### src/rtl/note_change_arbiter_pkg.sv
// Shared types for the note-change arbiter: message struct, source tag, FSM states, FIFO depth.
package note_change_arbiter_pkg;

    localparam int NOTE_ARB_FIFO_DEPTH = 4;

    typedef enum logic {
        MSG_NOTE_OFF = 1'b0,
        MSG_NOTE_ON  = 1'b1
    } note_msg_e;

    typedef struct packed {
        note_msg_e  msg;
        logic [6:0] note;
        logic [6:0] velocity;
    } note_change_t;

    typedef enum logic {
        LIVE   = 1'b0,
        REPLAY = 1'b1
    } note_src_e;

    typedef enum logic {
        ST_RUN   = 1'b0,
        ST_FLUSH = 1'b1
    } arb_state_e;

    // A NOTE_ON with velocity 0 is a release, as in MIDI running-status practice.
    function automatic logic note_sounds(input note_change_t c);
        return (c.msg == MSG_NOTE_ON) && (c.velocity != 7'd0);
    endfunction

endpackage

### src/rtl/note_fifo.sv
// Parametric synchronous FIFO; a pop on the same edge frees room for a push into a full FIFO.
module note_fifo #(
    parameter int DEPTH = 4,
    parameter int WIDTH = 15
) (
    input  logic             clk_sys,
    input  logic             rst,
    input  logic             i_clear,
    input  logic             i_push,
    input  logic [WIDTH-1:0] i_din,
    input  logic             i_pop,
    output logic             o_full,
    output logic             o_empty,
    output logic [WIDTH-1:0] o_dout
);
    localparam int AW = $clog2(DEPTH);
    localparam int CW = AW + 1;

    logic [WIDTH-1:0] r_mem [DEPTH];
    logic [AW-1:0]    r_wr_ptr;
    logic [AW-1:0]    r_rd_ptr;
    logic [CW-1:0]    r_count;
    logic             w_do_push;
    logic             w_do_pop;

    assign o_empty   = (r_count == '0);
    assign o_full    = (r_count == CW'(DEPTH));
    assign o_dout    = r_mem[r_rd_ptr];
    assign w_do_pop  = i_pop && !o_empty && !i_clear;
    assign w_do_push = i_push && !i_clear && (!o_full || w_do_pop);

    always_ff @(posedge clk_sys or posedge rst) begin
        if (rst) begin
            r_wr_ptr <= '0;
            r_rd_ptr <= '0;
            r_count  <= '0;
        end else if (i_clear) begin
            r_wr_ptr <= '0;
            r_rd_ptr <= '0;
            r_count  <= '0;
        end else begin
            if (w_do_push) r_wr_ptr <= r_wr_ptr + 1'b1;
            if (w_do_pop)  r_rd_ptr <= r_rd_ptr + 1'b1;
            r_count <= r_count + CW'(w_do_push) - CW'(w_do_pop);
        end
    end

    always_ff @(posedge clk_sys) begin
        if (w_do_push) r_mem[r_wr_ptr] <= i_din;
    end

endmodule

### src/rtl/note_change_arbiter.sv
// Round-robin merge of live and replay note changes into one output register.
// Optional panic flush of all sounding notes when NOTE_ARB_PANIC_EN is defined.
//   state    | meaning
//   ST_RUN   | normal round-robin service of both FIFOs
//   ST_FLUSH | scanning the active bitmap, emitting NOTE_OFF per sounding note
module note_change_arbiter
    import note_change_arbiter_pkg::*;
#(
    parameter int FIFO_DEPTH = NOTE_ARB_FIFO_DEPTH
) (
    input  logic         clock_50_000_000,
    input  logic         reset,
    input  note_change_t live,
    input  logic         live_ready,
    input  note_change_t replay,
    input  logic         replay_ready,
    input  logic         panic,
    output note_change_t note_out,
    output logic         note_out_valid,
    input  logic         note_out_ready,
    output logic [1:0]   overflow,
    output logic         busy
);
    note_change_t r_note_out;
    logic         r_valid;
    logic [1:0]   r_overflow;
    note_src_e    r_last_grant;
    note_src_e    w_grant;
    note_change_t w_live_dout, w_rep_dout, w_pop_data, w_flush_note;
    logic         w_live_full, w_live_empty, w_rep_full, w_rep_empty;
    logic         w_load, w_pop_en, w_pop_live, w_pop_rep, w_block_in;
    logic         w_flushing, w_panic_go, w_flush_emit;

    assign w_load     = !r_valid || note_out_ready;
    assign w_block_in = w_flushing || w_panic_go;

    always_comb begin
        w_grant = REPLAY;
        if (!w_live_empty && !w_rep_empty)
            w_grant = (r_last_grant == LIVE) ? REPLAY : LIVE;
        else if (!w_live_empty)
            w_grant = LIVE;
    end

    assign w_pop_en   = w_load && !w_block_in && (!w_live_empty || !w_rep_empty);
    assign w_pop_live = w_pop_en && (w_grant == LIVE);
    assign w_pop_rep  = w_pop_en && (w_grant == REPLAY);
    assign w_pop_data = (w_grant == LIVE) ? w_live_dout : w_rep_dout;

    note_fifo #(.DEPTH(FIFO_DEPTH), .WIDTH($bits(note_change_t))) u_live_fifo (
        .clk_sys(clock_50_000_000), .rst(reset), .i_clear(w_panic_go),
        .i_push(live_ready && !w_block_in), .i_din(live), .i_pop(w_pop_live),
        .o_full(w_live_full), .o_empty(w_live_empty), .o_dout(w_live_dout)
    );

    note_fifo #(.DEPTH(FIFO_DEPTH), .WIDTH($bits(note_change_t))) u_replay_fifo (
        .clk_sys(clock_50_000_000), .rst(reset), .i_clear(w_panic_go),
        .i_push(replay_ready && !w_block_in), .i_din(replay), .i_pop(w_pop_rep),
        .o_full(w_rep_full), .o_empty(w_rep_empty), .o_dout(w_rep_dout)
    );

    // A drop only happens when the FIFO stays full across this edge.
    always_ff @(posedge clock_50_000_000 or posedge reset) begin
        if (reset) begin
            r_overflow <= '0;
        end else begin
            if (live_ready && !w_block_in && w_live_full && !w_pop_live) r_overflow[0] <= 1'b1;
            if (replay_ready && !w_block_in && w_rep_full && !w_pop_rep) r_overflow[1] <= 1'b1;
        end
    end

    always_ff @(posedge clock_50_000_000 or posedge reset) begin
        if (reset) begin
            r_note_out   <= '0;
            r_valid      <= 1'b0;
            r_last_grant <= REPLAY;
        end else if (w_load) begin
            if (w_pop_en) begin
                r_note_out   <= w_pop_data;
                r_valid      <= 1'b1;
                r_last_grant <= w_grant;
            end else if (w_flush_emit) begin
                r_note_out <= w_flush_note;
                r_valid    <= 1'b1;
            end else begin
                r_valid <= 1'b0;
            end
        end
    end

`ifdef NOTE_ARB_PANIC_EN
    arb_state_e   r_state, w_state_nxt;
    logic [6:0]   r_idx;
    logic [127:0] r_bitmap;

    always_ff @(posedge clock_50_000_000 or posedge reset) begin
        if (reset) r_state <= ST_RUN;
        else       r_state <= w_state_nxt;
    end

    always_comb begin
        w_state_nxt = r_state;
        case (r_state)
            ST_RUN:   if (panic) w_state_nxt = ST_FLUSH;
            ST_FLUSH: if (w_load && (r_idx == 7'd127)) w_state_nxt = ST_RUN;
            default:  w_state_nxt = ST_RUN;
        endcase
    end

    always_comb begin
        w_flushing   = (r_state == ST_FLUSH);
        w_panic_go   = (r_state == ST_RUN) && panic;
        w_flush_emit = w_flushing && w_load && r_bitmap[r_idx];
        w_flush_note = '{msg: MSG_NOTE_OFF, note: r_idx, velocity: 7'd0};
    end

    // The scan index wraps to 0 after 127, ready for the next panic.
    always_ff @(posedge clock_50_000_000 or posedge reset) begin
        if (reset) begin
            r_idx    <= '0;
            r_bitmap <= '0;
        end else begin
            if (w_flushing && w_load) r_idx <= r_idx + 7'd1;
            if (r_valid && note_out_ready) r_bitmap[r_note_out.note] <= note_sounds(r_note_out);
        end
    end
`else
    logic w_unused_panic;
    assign w_unused_panic = panic;
    assign w_flushing     = 1'b0;
    assign w_panic_go     = 1'b0;
    assign w_flush_emit   = 1'b0;
    assign w_flush_note   = '0;
`endif

    assign note_out       = r_note_out;
    assign note_out_valid = r_valid;
    assign overflow       = r_overflow;
    assign busy           = !w_live_empty || !w_rep_empty || r_valid || w_flushing;

endmodule

### config.mk
export PLATFORM = sky130hd
export DESIGN_NAME = note_change_arbiter
export DESIGN_NICKNAME = d
export VERILOG_FILES = /design/src/rtl/note_change_arbiter_pkg.sv /design/src/rtl/note_fifo.sv /design/src/rtl/note_change_arbiter.sv
export SDC_FILE = /design/constraint.sdc
export NUM_CORES = 1
export LEC_CHECK = 0
export CAP_MARGIN = 5
export CORE_MARGIN = 10
export CORE_UTILIZATION = 40
export DETAILED_ROUTE_END_ITERATION = 7
export SKIP_CTS_REPAIR_TIMING = 1
export SLEW_MARGIN = 5
export SYNTH_ARGS = -nofsm -noshare
export SYNTH_HDL_FRONTEND = slang
export SYNTH_SLANG_ARGS = --single-unit
### constraint.sdc
create_clock -name clock_50_000_000 -period 2.71 [get_ports clock_50_000_000]
set_input_delay 0.4065 -clock clock_50_000_000 [delete_from_list [all_inputs] [get_ports clock_50_000_000]]
set_output_delay 0.4065 -clock clock_50_000_000 [all_outputs]
set_load 0.02 [all_outputs]
* Yosys cells after proc, flatten, opt, wreduce, memory -nomap -nowiden
Memories as Yosys holds them, arrays and structs flattened. Index checks and enable logic that the tools add are counted.
Storage, ports and cells: bits in latches 0, memory bits (writable) 120, bits in read-only memories 0, flip-flop bits (word level) 33, memories kept 2
Cells by class: equality and inequality tests 2, multipliers 0, add/subtract/negate cells 8, div/mod/pow operators 0, multiplexer cells 9, $lt $le $gt $ge 0, bitwise gates (word level) 1, reduce and logical (&&, ||, !) cells 27, shift operators 0
Memories:
- u_live_fifo.r_mem | depth 4, width 15, read ports 1, clocked after memory_dff 0, wr ports 1, line note_fifo.sv:19 | logic [WIDTH-1:0] r_mem [DEPTH];
- u_replay_fifo.r_mem | depth 4, width 15, read ports 1, clocked after memory_dff 0, wr ports 1, line note_fifo.sv:19
Operator list (number):
- $mux W15 | 1
- $logic_and A1 B1 Y1 | 12
- $add A2 B1 Y2 const B | 4
- $mux W1 | 8
- $logic_not A1 Y1 | 7
- $add A3 B1 Y3 | 2
- $eq A3 B3 Y1 const B | 2
- $logic_not A3 Y1 | 2
- $sub A3 B1 Y3 | 2
- $logic_or A1 B1 Y1 | 5
- $reduce_and A2 Y1 | 1
- $not A1 Y1 | 1

* Logic depth before layout (Yosys ltp)
word-level depth 11, depth in mapped cells 10, mapped depth without buffers 9

* Hierarchy
Synthesis repeated with hierarchy kept, for this count alone.
Unflattened totals: cell total of the unflattened synthesis 320, area total of the unflattened synthesis 6168.4 um2
By module, submodules not included:
- note_fifo | times used 2, cells an instance 125, area an instance 2645.0 um2
- note_change_arbiter | times used 1, cells an instance 70, area an instance 878.3 um2

* Worst setup path before layout
OpenSTA, ideal clock, no wires.
kind register -> register, start point register u_replay_fifo.r_count[2], end point register u_live_fifo.r_count[2], arrival time 2508 ps, stages on the path, launching flop included 11, buffers on the path 1, period minus slack after synthesis 2634 ps, slack 76 ps, data required time 2584 ps, cell sequence dfrtp_1 or3_4 a211oi_4 buf_6 ha_1 inv_1 ha_1 inv_1 fa_1 xnor2_1 xnor2_1
Between the ends: longest elaborated chain between the ends 11
RTL lines:
- start, declared | line note_fifo.sv:22 | logic [CW-1:0] r_count;
- start signal, assigned | line note_fifo.sv:44 | r_count <= r_count + CW'(w_do_push) - CW'(w_do_pop);
- $logic_not A3 Y1 * | line note_fifo.sv:26 | assign o_empty = (r_count == '0);
- $logic_not A1 Y1 * | line note_change_arbiter.sv:39, note_change_arbiter.sv:45
- $logic_and A1 B1 Y1 | line note_change_arbiter.sv:39 | if (!w_live_empty && !w_rep_empty)
- $mux W1 | line note_change_arbiter.sv:39
- $not A1 Y1
- $logic_and A1 B1 Y1 * | line note_change_arbiter.sv:46 | assign w_pop_live = w_pop_en && (w_grant == LIVE);
- $logic_and A1 B1 Y1 * | line note_fifo.sv:29 | assign w_do_pop = i_pop && !o_empty && !i_clear;
- named net u_live_fifo.w_do_pop | line note_fifo.sv:24 | logic w_do_pop;
- $logic_or A1 B1 Y1 | line note_fifo.sv:30 | assign w_do_push = i_push && !i_clear && (!o_full || w_do_pop);
- $logic_and A1 B1 Y1 | line note_fifo.sv:30
- $add A3 B1 Y3 | line note_fifo.sv:44
- $sub A3 B1 Y3 * | line note_fifo.sv:44
- end signal, assigned | line note_fifo.sv:44
- end, declared | line note_fifo.sv:22
Mark *: on every way through the listed nets, which the timed path passes. The rest lies on a longest branch. A chain may end at the register's enable or synchronous reset.

* Worst setup path after layout
start point register u_replay_fifo.r_count[2], end point output port busy
Between the ends: longest elaborated chain between the ends 4
RTL lines:
- $logic_not A3 Y1 | line note_fifo.sv:26
- $logic_not A1 Y1 | line note_change_arbiter.sv:139 | assign busy = !w_live_empty || !w_rep_empty || r_valid || w_flushing;
- $logic_or A1 B1 Y1 (2 in a row) | line note_change_arbiter.sv:139
- end, declared | line note_change_arbiter.sv:22 | output logic busy
Every way passes these cells.

==> results.sh <==
export IMPL_status="finished, final reports clean"
export IMPL_synth_seq_cells=153
export IMPL_wl_per_cell_um=19.2
export IMPL_hold_path_class="in -> async"
export IMPL_p_comb_share_pct=30.1
export IMPL_detail_route_first_pass_iterations=4
export IMPL_die_h_um=142
export IMPL_numCtsBuffers=17
export IMPL_required_ps=2300
export IMPL_drc=0
export IMPL_layout_common_cells="120 x edfxtp_1, 53 x clkdlybuf4s50_1, 32 x nand2_1, 32 x dfrtp_1, 30 x mux4_2"
export IMPL_grtUsageTotal_pct=11.7
export IMPL_clock_power_share_pct=26.4
export IMPL_rsz0062_at_grt="no"
export IMPL_syn_num_nets=359
export IMPL_ys_warnings_count=0
export IMPL_rows=44
export IMPL_ir_worst_vdd_mv=0.657
export IMPL_critPathKind="reg -> out"
export IMPL_max_slew_margin_pct=50.0
export IMPL_drive_gt1_share_pct=21.4
export IMPL_critPathMaxFanout=5
export IMPL_avgSynthCellArea_um2=19.3
export IMPL_synth_cell_types=34
export IMPL_area_delta_synth_final_pct=23.0
export IMPL_core_area_mm2=0.0146
export IMPL_drtIter0Drc=191
export IMPL_fmax_mhz=383
export IMPL_arrival_ps=2210
export IMPL_vias=2937
export IMPL_p_switching_mw=2.49
export IMPL_dieArea_mm2=0.0203
export IMPL_skew_ps=7.25
export IMPL_wl_um=11200
export IMPL_viasPerCell=5.02
export IMPL_place_gp_congestion=0.746
export IMPL_grt_max_degree=34
export IMPL_postLayoutCoreUtil_pct=50.5
export IMPL_yosysSeqAreaShare_pct=73.9
export IMPL_fin_crit_sh_pct=96.4
export IMPL_p_int_mw=5.72
export IMPL_slew_violations=0
export IMPL_setup_slack_ps=96.5
export IMPL_start_util_pct=41.1
export IMPL_dp_hpwl_um=7450
export IMPL_end_kind="output pin"
export IMPL_fin_nets=437
export IMPL_final_hold_viol_count=0
export IMPL_cts_root_buf="clkbuf_16"
export IMPL_fin_crit_ps=2610
export IMPL_io_pins=55
export IMPL_cts_max_level=4
export IMPL_setup_violations=0
export IMPL_grt_pass1_wl_um=17600
export IMPL_grt_pass1_vias=3170
export IMPL_dpl_worst_slack_ps=157
export IMPL_synthCells=310
export IMPL_switching_share_pct=30.3
export IMPL_drt_antenna_violating_nets=0
export IMPL_clk_pin_slew_worst_paths_ps=60
export IMPL_overflow=0
export IMPL_final_setup_tns_ps=0
export IMPL_mostFrequentLayoutCell="edfxtp_1"
export IMPL_synth_area_mm2=0.00599
export IMPL_crit_path_start_kind="flop"
export IMPL_nFillCells=1189
export IMPL_total_power_mw=8.21
export IMPL_p_leak_nw=2.65
export IMPL_antenna_cells=0
export IMPL_worst_slew_pin_slew_ps=750
export IMPL_clkLatencyLatePin_ps=420
export IMPL_maxCapViolations=0
export IMPL_cts_tree="done"
export IMPL_pwr_share_seq_pct=43.4
export IMPL_portBuffers=53
export IMPL_antenna_found_initial=0
export IMPL_power_density_mw_per_mm2=1110
export IMPL_die_w_um=142
export IMPL_cts_buffer_depth=2
export IMPL_clkSinkCount=153
export IMPL_hold_slack_ps=383
[critical path: stages, from the launching register on]
cell	delay, ps
dfrtp_1	460
or3_4	450
or3_1	350
clkdlybuf4s50_1	550
[stage by stage]
stage               instances  area, µm²
floorplan                 310       5990
global placement          553       6820
detailed placement        553       6820
CTS                       585       7370
global route              585       7370
finish                    585       7370
[worst paths after layout]
path	from	to	slack [ps]	depth (start not counted)
hold reg to reg	note_out[7]	note_out[7]	460	2
hold / removal	reset	overflow[1]	380	3
setup / recovery	u_replay_fifo.r_count[2]	busy	100	3
max in group asynchronous	reset	r_last_grant	1990	3
setup reg to reg	u_replay_fifo.r_count[2]	u_live_fifo.r_count[2]	270	9
min in group clock_50_000_000	note_out[7]	note_out[7]	460	2
[metal layers]
metal / up-vias / global-route usage, % / part of all wire, %
met1: 1495 / 14.1 / 43
met2: 71 / 18.5 / 49
li1: 1351 / - / -
met4: 0 / 4.31 / 1.9
met3: 20 / 5.01 / 6.8
met5: - / 0 / 0
[power groups by stage]
stage | sequential [mW] | clock, mW | combinational, mW
floorplan | 3.61 | 0 | 1.60
finish | 3.57 | 2.17 | 2.48
CTS | 3.58 | 2.22 | 2.55
detailed placement | 3.62 | 0 | 2.55
global route | 3.64 | 2.31 | 2.73
global placement | 3.60 | 0 | 2.48
[synth_stat cells, drive strengths merged]
cell | number | area (µm²)
and2 | 8 | 50.1
edfxtp | 120 | 3600
mux2 | 2 | 22.5
dfstp | 1 | 26.3
a22oi | 15 | 113
nor2 | 2 | 7.51
a211oi | 2 | 40.0
nand2 | 32 | 120
a21o | 1 | 7.51
a41o | 2 | 20.0
a21oi | 1 | 5.00
xor2 | 2 | 25.0
buf | 7 | 43.8
ha | 11 | 138
clkbuf | 4 | 15.0
nand3 | 1 | 5.00
dfrtp | 32 | 801
nand2b | 1 | 6.26
nor2b | 1 | 6.26
o21ai | 3 | 15.0
inv | 14 | 52.6
or3 | 3 | 28.8
xnor2 | 8 | 70.1
fa | 2 | 40.0
a31oi | 2 | 25.0
nor3 | 3 | 31.3
mux4 | 30 | 676
[flip-flops by register name, indices dropped and copies added, names as in the netlist]
signal                  cells
u_live_fifo.r_mem          60
u_replay_fifo.r_mem        60
note_out                   15
u_live_fifo.r_count         3
u_replay_fifo.r_count       3
overflow                    2
u_live_fifo.r_rd_ptr        2
u_live_fifo.r_wr_ptr        2
u_replay_fifo.r_rd_ptr      2
u_replay_fifo.r_wr_ptr      2
note_out_valid              1
r_last_grant                1
[layout make-up]
class,instances,area [µm²],share of cell area [%]
Multi-Input combinational cell,132,1450,19.7
Clock inverter,8,75.1,1.02
Tap cell,184,230,3.12
Inverter,14,52.6,0.713
Sequential cell,153,4430,60.1
Clock buffer,24,472,6.40
Timing Repair Buffer,70,658,8.93
[cells by family (layout without fill, tap and decap cells)]
kind of cell	Yosys count	after routing	share of synthesized area (%)
DFF	153	153	73.9
and+or+nand+nor	51	51	4.26
muxes	32	32	11.6
AOI/OAI and AO/OA	26	26	3.76
buffers and inverters	25	116	1.86
adders and majority gates	13	13	2.96
xor gates and xnor gates	10	10	1.59
No activity file was read; power rests on OpenSTA's default activity.
